--- config.mk ---
export PLATFORM = sky130hd
export DESIGN_NAME = beep_play_ctrl
export DESIGN_NICKNAME = d
export VERILOG_FILES = /design/src/rtl/beep_play_ctrl.sv
export SDC_FILE = /design/constraint.sdc
export NUM_CORES = 1
export LEC_CHECK = 0
export ABC_AREA = 0
export CORE_MARGIN = 4
export CORE_UTILIZATION = 46
export CTS_CLUSTER_SIZE = 30
export DETAILED_ROUTE_END_ITERATION = 16
export MAX_ROUTING_LAYER = met4
export RECOVER_POWER = 25
export SLEW_MARGIN = 20
export SYNTH_ARGS = -nofsm -noshare
export SYNTH_HDL_FRONTEND = slang
export SYNTH_SLANG_ARGS = --single-unit
--- constraint.sdc ---
create_clock -name clk -period 5.37 [get_ports clk]
set_input_delay 0.8055 -clock clk [delete_from_list [all_inputs] [get_ports clk]]
set_output_delay 0.8055 -clock clk [all_outputs]
set_load 0.005 [all_outputs]
--- src/rtl/beep_play_ctrl.sv ---
// beep_play_ctrl: key-driven play controller that drives the melody beeper's enable.
// Two active-low keys are synchronized and debounced, and each press becomes a
// one-cycle pulse. An IDLE/PLAY/RESTART FSM times one song pass, then either
// stops or loops according to loop_mode.
// Key vectors below use bit 0 = play key and bit 1 = stop key.
module beep_play_ctrl #(
  parameter logic [19:0] DEBOUNCE_MAX = 20'd999_999,
  parameter logic [29:0] PLAY_MAX     = 30'd649_999_999
) (
  input  logic clk,
  input  logic rst_n,
  input  logic key_play_n,
  input  logic key_stop_n,
  input  logic loop_mode,
  output logic enable,
  output logic led_play,
  output logic song_done
);

  typedef enum logic [1:0] {
    S_IDLE,
    S_PLAY,
    S_RESTART
  } state_e;

  logic [1:0]  meta_q, meta_d;
  logic [1:0]  sync_q, sync_d;
  logic [1:0]  stable_q, stable_d;
  logic [1:0]  prev_q, prev_d;
  logic [1:0]  press_q, press_d;
  logic [19:0] cnt_q [2];
  logic [19:0] cnt_d [2];

  state_e      state_q, state_d;
  logic [29:0] timer_q, timer_d;
  logic        enable_q, enable_d;
  logic        led_q, led_d;
  logic        done_q, done_d;

  logic        play_press;
  logic        stop_press;

  // Synchronizer, debounce and press-edge detection for both keys.
  always_comb begin
    meta_d   = {key_stop_n, key_play_n};
    sync_d   = meta_q;
    stable_d = stable_q;
    cnt_d    = cnt_q;
    for (int unsigned i = 0; i < 2; i++) begin
      if (sync_q[i] == stable_q[i]) begin
        cnt_d[i] = '0;
      end else if (cnt_q[i] == DEBOUNCE_MAX) begin
        stable_d[i] = sync_q[i];
        cnt_d[i]    = '0;
      end else begin
        cnt_d[i] = cnt_q[i] + 20'd1;
      end
    end
    prev_d  = stable_q;
    press_d = prev_q & ~stable_q;
  end

  // Key-path registers; idle level of each key is high (released).
  always_ff @(posedge clk or negedge rst_n) begin
    if (!rst_n) begin
      meta_q   <= '1;
      sync_q   <= '1;
      stable_q <= '1;
      prev_q   <= '1;
      press_q  <= '0;
      cnt_q[0] <= '0;
      cnt_q[1] <= '0;
    end else begin
      meta_q   <= meta_d;
      sync_q   <= sync_d;
      stable_q <= stable_d;
      prev_q   <= prev_d;
      press_q  <= press_d;
      cnt_q[0] <= cnt_d[0];
      cnt_q[1] <= cnt_d[1];
    end
  end

  assign play_press = press_q[0];
  assign stop_press = press_q[1];

  // Next-state, pass timer and registered-output decode; stop press always wins.
  always_comb begin
    state_d = state_q;
    timer_d = timer_q;
    done_d  = 1'b0;
    case (state_q)
      S_IDLE: begin
        timer_d = '0;
        if (!stop_press && play_press) begin
          state_d = S_PLAY;
        end
      end
      S_PLAY: begin
        if (stop_press) begin
          state_d = S_IDLE;
          timer_d = '0;
        end else if (play_press) begin
          state_d = S_RESTART;
          timer_d = '0;
        end else if (timer_q == PLAY_MAX) begin
          timer_d = '0;
          if (!loop_mode) begin
            state_d = S_IDLE;
            done_d  = 1'b1;
          end
        end else begin
          timer_d = timer_q + 30'd1;
        end
      end
      S_RESTART: begin
        timer_d = '0;
        state_d = stop_press ? S_IDLE : S_PLAY;
      end
      default: begin
        state_d = S_IDLE;
        timer_d = '0;
      end
    endcase
    // Outputs follow the next state so enable moves on the same edge as the state.
    enable_d = (state_d == S_PLAY);
    led_d    = (state_d != S_IDLE);
  end

  // FSM state, timer and output registers.
  always_ff @(posedge clk or negedge rst_n) begin
    if (!rst_n) begin
      state_q  <= S_IDLE;
      timer_q  <= '0;
      enable_q <= 1'b0;
      led_q    <= 1'b0;
      done_q   <= 1'b0;
    end else begin
      state_q  <= state_d;
      timer_q  <= timer_d;
      enable_q <= enable_d;
      led_q    <= led_d;
      done_q   <= done_d;
    end
  end

  assign enable    = enable_q;
  assign led_play  = led_q;
  assign song_done = done_q;

endmodule

==> results of run 1 <==
## how the worst max path moves through the flow
stage	endpoint	slack [ns]	from	cells past startpoint
2_1_floorplan	timer_q[21]$_DFF_PN0_	3.42	timer_q[24]$_DFF_PN0_	6
3_3_place_gp	timer_q[2]$_DFF_PN0_	3.10	timer_q[11]$_DFF_PN0_	5
3_5_place_dp	timer_q[11]$_DFF_PN0_	3.02	timer_q[11]$_DFF_PN0_	5
4_1_cts	timer_q[15]$_DFF_PN0_	3.00	timer_q[11]$_DFF_PN0_	5
5_1_grt	timer_q[23]$_DFF_PN0_	2.84	timer_q[24]$_DFF_PN0_	5
6_report	timer_q[26]$_DFF_PN0_	3.04	timer_q[11]$_DFF_PN0_	5
## metrics by stage
step                      power [uW]  hold slack [ns]  util (%)
after floorplan                  674            0.345         -
after global placement           692            0.347      49.6
after detailed placement         692            0.347      49.6
after CTS                       1160            0.362      52.1
after global routing            1190            0.367      52.1
final                           1140            0.360      52.1
## critical path: stages, from the launching register on
cell	delay, ns
dfrtp_1	0.44
or4_4	0.56
nor4_2	0.30
nand3_2	0.20
o21bai_4	0.57
nor2_1	0.11
## final cells by class
| cell class | instances | area [um2] |
|---|---|---|
| multi-input combinational | 297 | 1780 |
| sequential | 85 | 2140 |
| clock buffer | 9 | 124 |
| fill | 766 | 3990 |
| timing repair buffer | 7 | 71.3 |
| tap | 105 | 131 |
| clock inverter | 7 | 81.3 |
| inverter | 6 | 22.5 |
## per-layer routing
metal / track usage (%) / vias to the layer above / share of wire, %
met5: - / - / 0
met4: 6.65 / 0 / 1.7
met3: 3.18 / 12 / 2.7
met2: 23.2 / 34 / 45
met1: 21.7 / 1330 / 50
li1: - / 1380 / -
## sequential cells by signal, summed over array words and instances, names as in the netlist
name,count
meta_q,2
song_done,1
state_q,2
press_q,2
cnt_q,40
enable,1
prev_q,2
timer_q,30
prev_d,2
sync_q,2
led_play,1
## power groups by stage
stage / Combinational [uW] / Sequential [uW] / Clock [uW]
after floorplan: 11.7 / 662 / 0
after global placement: 29.1 / 663 / 0
after detailed placement: 29.0 / 663 / 0
after CTS: 29.1 / 650 / 482
after global routing: 32.6 / 651 / 505
final: 27.6 / 650 / 464
## synth_stat cells (5+ instances only)
cell	instances
nand3_1	27
dfrtp_1	77
inv_1	6
and3_1	10
and4_1	6
nand2_1	30
nand4_1	21
nor3_1	9
nor2_1	80
dfstp_2	8
or2_2	5
xor2_1	33
nor4_1	11
xnor2_1	28
a21oi_1	5
## cells by family after synthesis
family | after synthesis | synth area share (%)
and+or+nand+nor | 217 | 27.3
DFF | 85 | 53.6
xor gates and xnor gates | 61 | 13.4
AOI/OAI and AO/OA | 14 | 2.39
buffers and inverters | 14 | 1.76
adders and majority gates | 3 | 0.942
muxes | 2 | 0.565
==> run summary, run 1 <==
The flow ran to the end, and the final reports show no timing, DRC or antenna violations. The share of async-settable or async-resettable flops after synthesis came out at 100%. The number of library cell types mapped by synthesis is 40, and the count of antenna-violating nets left after detailed routing is 0. In this run, the combinational gates consume 2.4% of the power. After detailed routing, the average wire length per cell comes to 13.6 um. For the pin with the worst max-slew slack, the measured transition is 0.882 ns. The data required time at the worst endpoint was 5.58 ns. For the accumulated negative setup slack, the log shows 0 ns.

The logs give 0 for the number of antenna diodes and 874 uW for the internal power consumption. The number of cells on the worst hold path came out at 0. The first global-routing pass estimated 12800 um of wire. The post-route minimum period is 2.33 ns, and the count of port buffers added during placement is 7.

The number of nets in the layout came out at 414. Including well taps, the total number of placed cells is 500. The detailed router finished its first iteration with 82 violations.

The run gives 0 as the count of final setup violators. The startpoint identified for the worst register-to-register timing path is timer_q[11]$_DFF_PN0_. Across all register-to-register paths, the minimum setup slack is 3.04 ns.

The number of setup buffers added after CTS is 0. TritonCTS built the clock tree. Synthesis handed over a netlist of 396 instances.

The clock passes through at most 2 buffers. The fraction of synthesized cell area taken by the top area cell type came out at 48.3%. Yosys mapped a number of flops with a built-in enable equal to 0.

In the synthesized netlist the dominant register cell turns out to be dfrtp_1. Path class of the lowest-slack min-delay path: register to register. After detailed routing, the number of vias per cell comes to 5.34. The clock-pin slew of the registers on the worst-case setup and hold paths was 0.10 ns. The kind of capture point of the worst setup path was a register.

Entering global routing, the biggest net connects 86 pins. For this design the total switching power over the nets is 267 uW. The portion of the post-synthesis area used by sequential elements is 53.6%, and the number of failing hold endpoints at the final stage is 0. After clock tree synthesis, the flow added hold-fix buffers numbering 0. In the global route stage, overall resource usage came out at 15.9%. The total clock sinks is 85, and the total global routing overflow is 0. From synthesis to final layout, the design area changed by 9.04%. The number of cells traversed by the worst register-to-register path works out to 5. When the netlist entered floorplanning its net count stood at 404.

The post-layout instance area came out at 0.00435 mm2. The part of the power in the clock network was 40.6%. The startpoint of the tightest hold check path is meta_q[0]$_DFF_PN1_. Summing all placed instances gives a cell area of 0.00414 mm2. Timing would allow up to 429 MHz. The vertical die dimension was 101 um; the depth of the CTS H-tree was 3. A synthesized cell averages 10.1 um2. The run gives 8 as the I/O pin count. The arrival time at the worst endpoint is 2.54 ns. Share of the clock period used by the worst path after layout: 43.4%. The logs give 4 for the total iterations of the first detailed-routing run and 40.7% for the worst-case headroom to the max-slew limit. The run gives 0 as the number of antenna violations at the first check in global routing. By area the synthesized netlist is led by dfrtp_1, nor2_1, xor2_1, xnor2_1, dfstp_2. The share of total power dissipated in sequential elements is 57.0%. The worst path meets setup with 3.04 ns of slack. Number of buffers inserted during clock tree synthesis: 9. Most common library cell in the layout ignoring fill and taps: nor2_1. Number of standard cells in the layout, taps in and fillers out: 516. The remaining routing DRC violations is 0, and the cell area after synthesis is 0.00399 mm2. Across the VDD grid, the largest voltage drop is 0.142 mV. Net switching is 23.4% of the power. For this configuration, the core starts out at a cell density of 47.8%. The clock reaches the later pin of the worst-skew pair after 0.35 ns.

Setup repair after global routing left no endpoint under its margin. The final weighted congestion of routability-driven global placement is 0.825, and the biggest fanout along the worst timing path is 24. The via total after detailed routing is 2756, and the static leakage is 0.00179 uW.

The type of origin of the critical path is a register. The floorplan has 33 rows. The HPWL after detailed placement is 4650 um.

The floorplan step defined a die boundary enclosing 0.0102 mm2. The cell type contributing the most total cell area after synthesis is dfrtp_1. After detailed routing, the total wire length is 7040 um.

Of the cells placed in the final design, the portion with a size suffix greater than 1 is 9.00%. For the number of pins with negative max-slew slack in the final report, the log shows 0. The library cells used most frequently in the layout, excluding fill and tap cells, are nor2_1, dfrtp_1, xor2_1, nand2_1, xnor2_1.

The run gives 2785 as the number of global-route vias before repair. Worst setup path category: register to register. The path with the worst hold slack has its endpoint at sync_q[0]$_DFF_PN1_. The final setup skew is 0.0129 ns, and the die outline width is 101 um. The tools report the total of warnings raised by yosys as 0. After floorplanning, the core was sized to cover 0.00834 mm2. The tools report the master cell of the clock root buffer as clkbuf_8.

The run gives 3.02 ns as the worst slack at placement. In this run the critical register-to-register path is captured at timer_q[26]$_DFF_PN0_. Max-cap violations in this run came to 0. The power per cell area came out at 263 mW/mm2. The synthesized design contains 85 register bits. After clock tree synthesis, the repair step resized 0 gates.
(Power assumes the default switching activity.)
==> inputs of run 2 (changes only) <==
Clock period 5.37 ns to 1.9 ns, I/O delays scaled along.
==> run 2 against run 1 <==
Against the previous run:
- fmax increased by 23%
- non-clock buffer count increased by 38
- clock skew decreased by 0.0021 ns
- largest power group unchanged
==> run summary, run 2 (same netlist as run 1, synthesis figures left out) <==
The logs give 0.833 (+1.0%) for the final weighted congestion of routability-driven global placement and 527 MHz (+23%) for the maximum clock frequency. The logs give 0.0108 ns (-0.00208 ns) for the final setup skew and 2993 (+7.5%) for the number of global-route vias before repair. The run gives 32.2% (-8.5 points) as the worst-case headroom to the max-slew limit. The run gives 16.6% (+0.65 points) as the global-route usage over all layers. The fraction of final layout cells sized beyond drive strength 1 was 17.1% (+8.1 points); the total iterations of the first detailed-routing run was 4 (unchanged). The layout overhead on the synthesized area was 18.3%. Biggest fanout along the worst timing path: 24 (unchanged). Clock tree synthesis selected as its root buffer the cell clkbuf_8. The minimum hold slack was 0.355 ns (-0.00474 ns). The min-delay analysis places its worst path in the category register to register.

The flip-flop count of the largest register after layout came out at 40 (unchanged). The endpoint of the lowest-slack register-to-register path was timer_q[18]$_DFF_PN0_. The run gives 7360 um (+4.6%) as the total wirelength of the detailed-routed design.

The clock-pin slew of the registers on the worst-case setup and hold paths was 0.09 ns (about the same). The worst hold path begins at meta_q[1]$_DFF_PN1_. The number of cells on the critical path is 6 (+1). The type of origin of the critical path is a register. The count of port buffers added during placement was 7 (unchanged); the peak supply drop was 0.365 mV (+160%).

The run gives 0.00204 uW (+13%) as the static leakage. The largest registers in the layout are cnt_q: 40 flops, timer_q: 30 flops. The number of setup buffers added after CTS is 0 (unchanged), and the I/O pin count is 8 (unchanged).

The detailed placement HPWL is 5130 um (+10%). The largest stage delay on the critical path came out at 0.56 ns (about the same). Number of antenna violations at the first check in global routing: 0 (unchanged). The clock latency at the later pin of the worst-skew pair was 0.35 ns (about the same).

TritonCTS built the clock tree. The number of cells traversed by the worst register-to-register path was 6 (+1). The tools report the count of antenna-violating nets left after detailed routing as 0 (unchanged). Depth of the CTS H-tree: 3 (unchanged). In this run the worst setup path begins at timer_q[11]$_DFF_PN0_. Top register by number of flip-flops: cnt_q. Most common library cell in the layout ignoring fill and taps: nor2_1.

The run gives 13200 um (+3.2%) as the wire length of the first global-routing pass. The signal on the critical path passes through or4_4 > nor4_4 > nand3_2 > o21bai_4 > buf_12 > nor2_1. Setup repair after global routing could not meet its margin everywhere. The deepest clock path buffer count came out at 2 (unchanged). The power per cell area works out to 681 mW/mm2 (+160%). The die outline width came out at 101 um (unchanged). Following the worst setup path forward leads to its endpoint at timer_q[18]$_DFF_PN0_.

The flow ran to the end, and the final reports show no timing, DRC or antenna violations. The worst register-to-register path begins at timer_q[11]$_DFF_PN0_. For the number of antenna diodes, the log shows 0 (unchanged).

The post-route minimum period was 1.90 ns (-0.431 ns); the total clock sinks was 85 (unchanged). The number of pins with negative max-slew slack in the final report was 0 (unchanged); the effective utilization at floorplan was 47.8% (unchanged). The data required time at the worst endpoint is 2.14 ns (-3.44 ns). The via total after detailed routing came out at 2887 (+4.8%). The tools report the remaining routing DRC violations as 0 (unchanged). Worst reg-to-reg setup slack: 0.002 ns (-3.04 ns). The area inside the core boundary was 0.00834 mm2 (unchanged); the detailed-route wire length per cell was 13.3 um (-2.6%).

The DRC violation total after the first TritonRoute iteration was 101 (+23%). The count of buffer and inverter cells on the critical path was 1 (+1). The library cells used most frequently in the layout, excluding fill and tap cells, are nor2_1, dfrtp_1, xor2_1, buf_4, nand2_1.

Vertical die dimension: 101 um (unchanged). The cell class contributing the biggest share of worst-path delay is simple AND/OR/NAND/NOR gates. The number of standard-cell rows in the floorplan came out at 33 (unchanged). The run gives 0 (unchanged) as the number of failing hold endpoints at the final stage. Max-capacitance violation count: 0 (unchanged).

The arrival time at the worst endpoint is 2.14 ns (-0.40 ns). The worst setup path is captured at a register. The area of the die was 0.0102 mm2 (unchanged); the maximum number of pins on one net before global-route repair was 39 (-55%). The critical path in this run is classified as register to register.

The number of buffers inserted during clock tree synthesis is 9 (unchanged). The count of final setup violators is 0 (unchanged), and the transition time at the pin with the least slew margin is 1.02 ns (+0.135 ns). The slowest cell on the critical path was or4_4. The run gives 0 (unchanged) as the total global routing overflow.

The routed via count divided by cell count is 5.21 (-2.4%), and the number of nets in the layout is 452 (+9.2%). The fraction of the core area covered by cells at the end of the flow was 56.6% (+4.4 points); the share of the clock period used by the worst path after layout was 99.9% (+57 points).
run 2: cell types whose count changed in the layout (fill, tap and decap cells not counted), moves of 2 or more:
| cell | before | now |
|---|---|---|
| buf_4 | 0 | 33 |
| buf_12 | 0 | 4 |
| clkinv_2 | 0 | 2 |
| inv_6 | 3 | 1 |
| nor4_4 | 0 | 2 |
run 2: what timing repair did:
| item | in CTS | in global routing |
|---|---|---|
| endpoints found under the setup margin | 15 | 46 |
| pin swaps | 0 | 2 |
| gates resized for setup | 1 | 4 |
| hold buffers | 1 | 0 |
| hold endpoints to repair | 32 | 0 |
run 2: how the worst min path moves through the flow:
stage | cells after the start | slack (ns) | endpoint
after CTS | 1 | 0.33 | meta_q[1]$_DFF_PN1_
after global routing | 0 | 0.36 | sync_q[1]$_DFF_PN1_
after detailed placement | 1 | 0.30 | song_done$_DFF_PN0_
after global placement | 1 | 0.29 | song_done$_DFF_PN0_
after floorplan | 0 | -0.01 | cnt_q[0]$_DFF_PN0_
final | 0 | 0.35 | sync_q[1]$_DFF_PN1_
run 2: through the flow:
stage	setup WS (ns)	instance area (um2)	total power, uW	cells	TNS (ns)
finish	0.00230	4720	3210	554	0
detailed placement	0.0252	4480	1980	537	0
global route	-0.0905	4720	3370	554	-1.77
floorplan	0.0170	4000	1900	396	0
CTS	0.0115	4700	3270	554	0
global placement	0.0493	4480	1980	537	0
run 2: power by group:
part	leakage (uW)	switching (uW)	internal (uW)
logic	0.000808	65.6	38.8
registers	0.00112	11.7	1830
clock network	0.000104	655	614
run 2: cell type report:
class	count	area [um2]
Fill cell	761	3620
Sequential cell	85	2140
Multi-Input combinational cell	297	1820
Timing Repair Buffer	45	403
Tap cell	105	131
Clock buffer	9	124
Clock inverter	7	75.1
Inverter	6	22.5
run 2: per-layer routing:
| metal | vias to the layer above | GRT usage [%] | part of all wire [%] |
|---|---|---|---|
| met5 | - | - | 0 |
| met4 | 0 | 7.57 | 1.8 |
| met3 | 12 | 2.91 | 2.1 |
| met2 | 27 | 26.6 | 47 |
| met1 | 1396 | 20.3 | 49 |
| li1 | 1452 | - | - |
==> inputs of run 3 (changes only) <==
Settings changed: HOLD_SLACK_MARGIN set to 0.08.
==> results of run 3 <==
Final layout, timing and power as in run 2 (identical DEF).
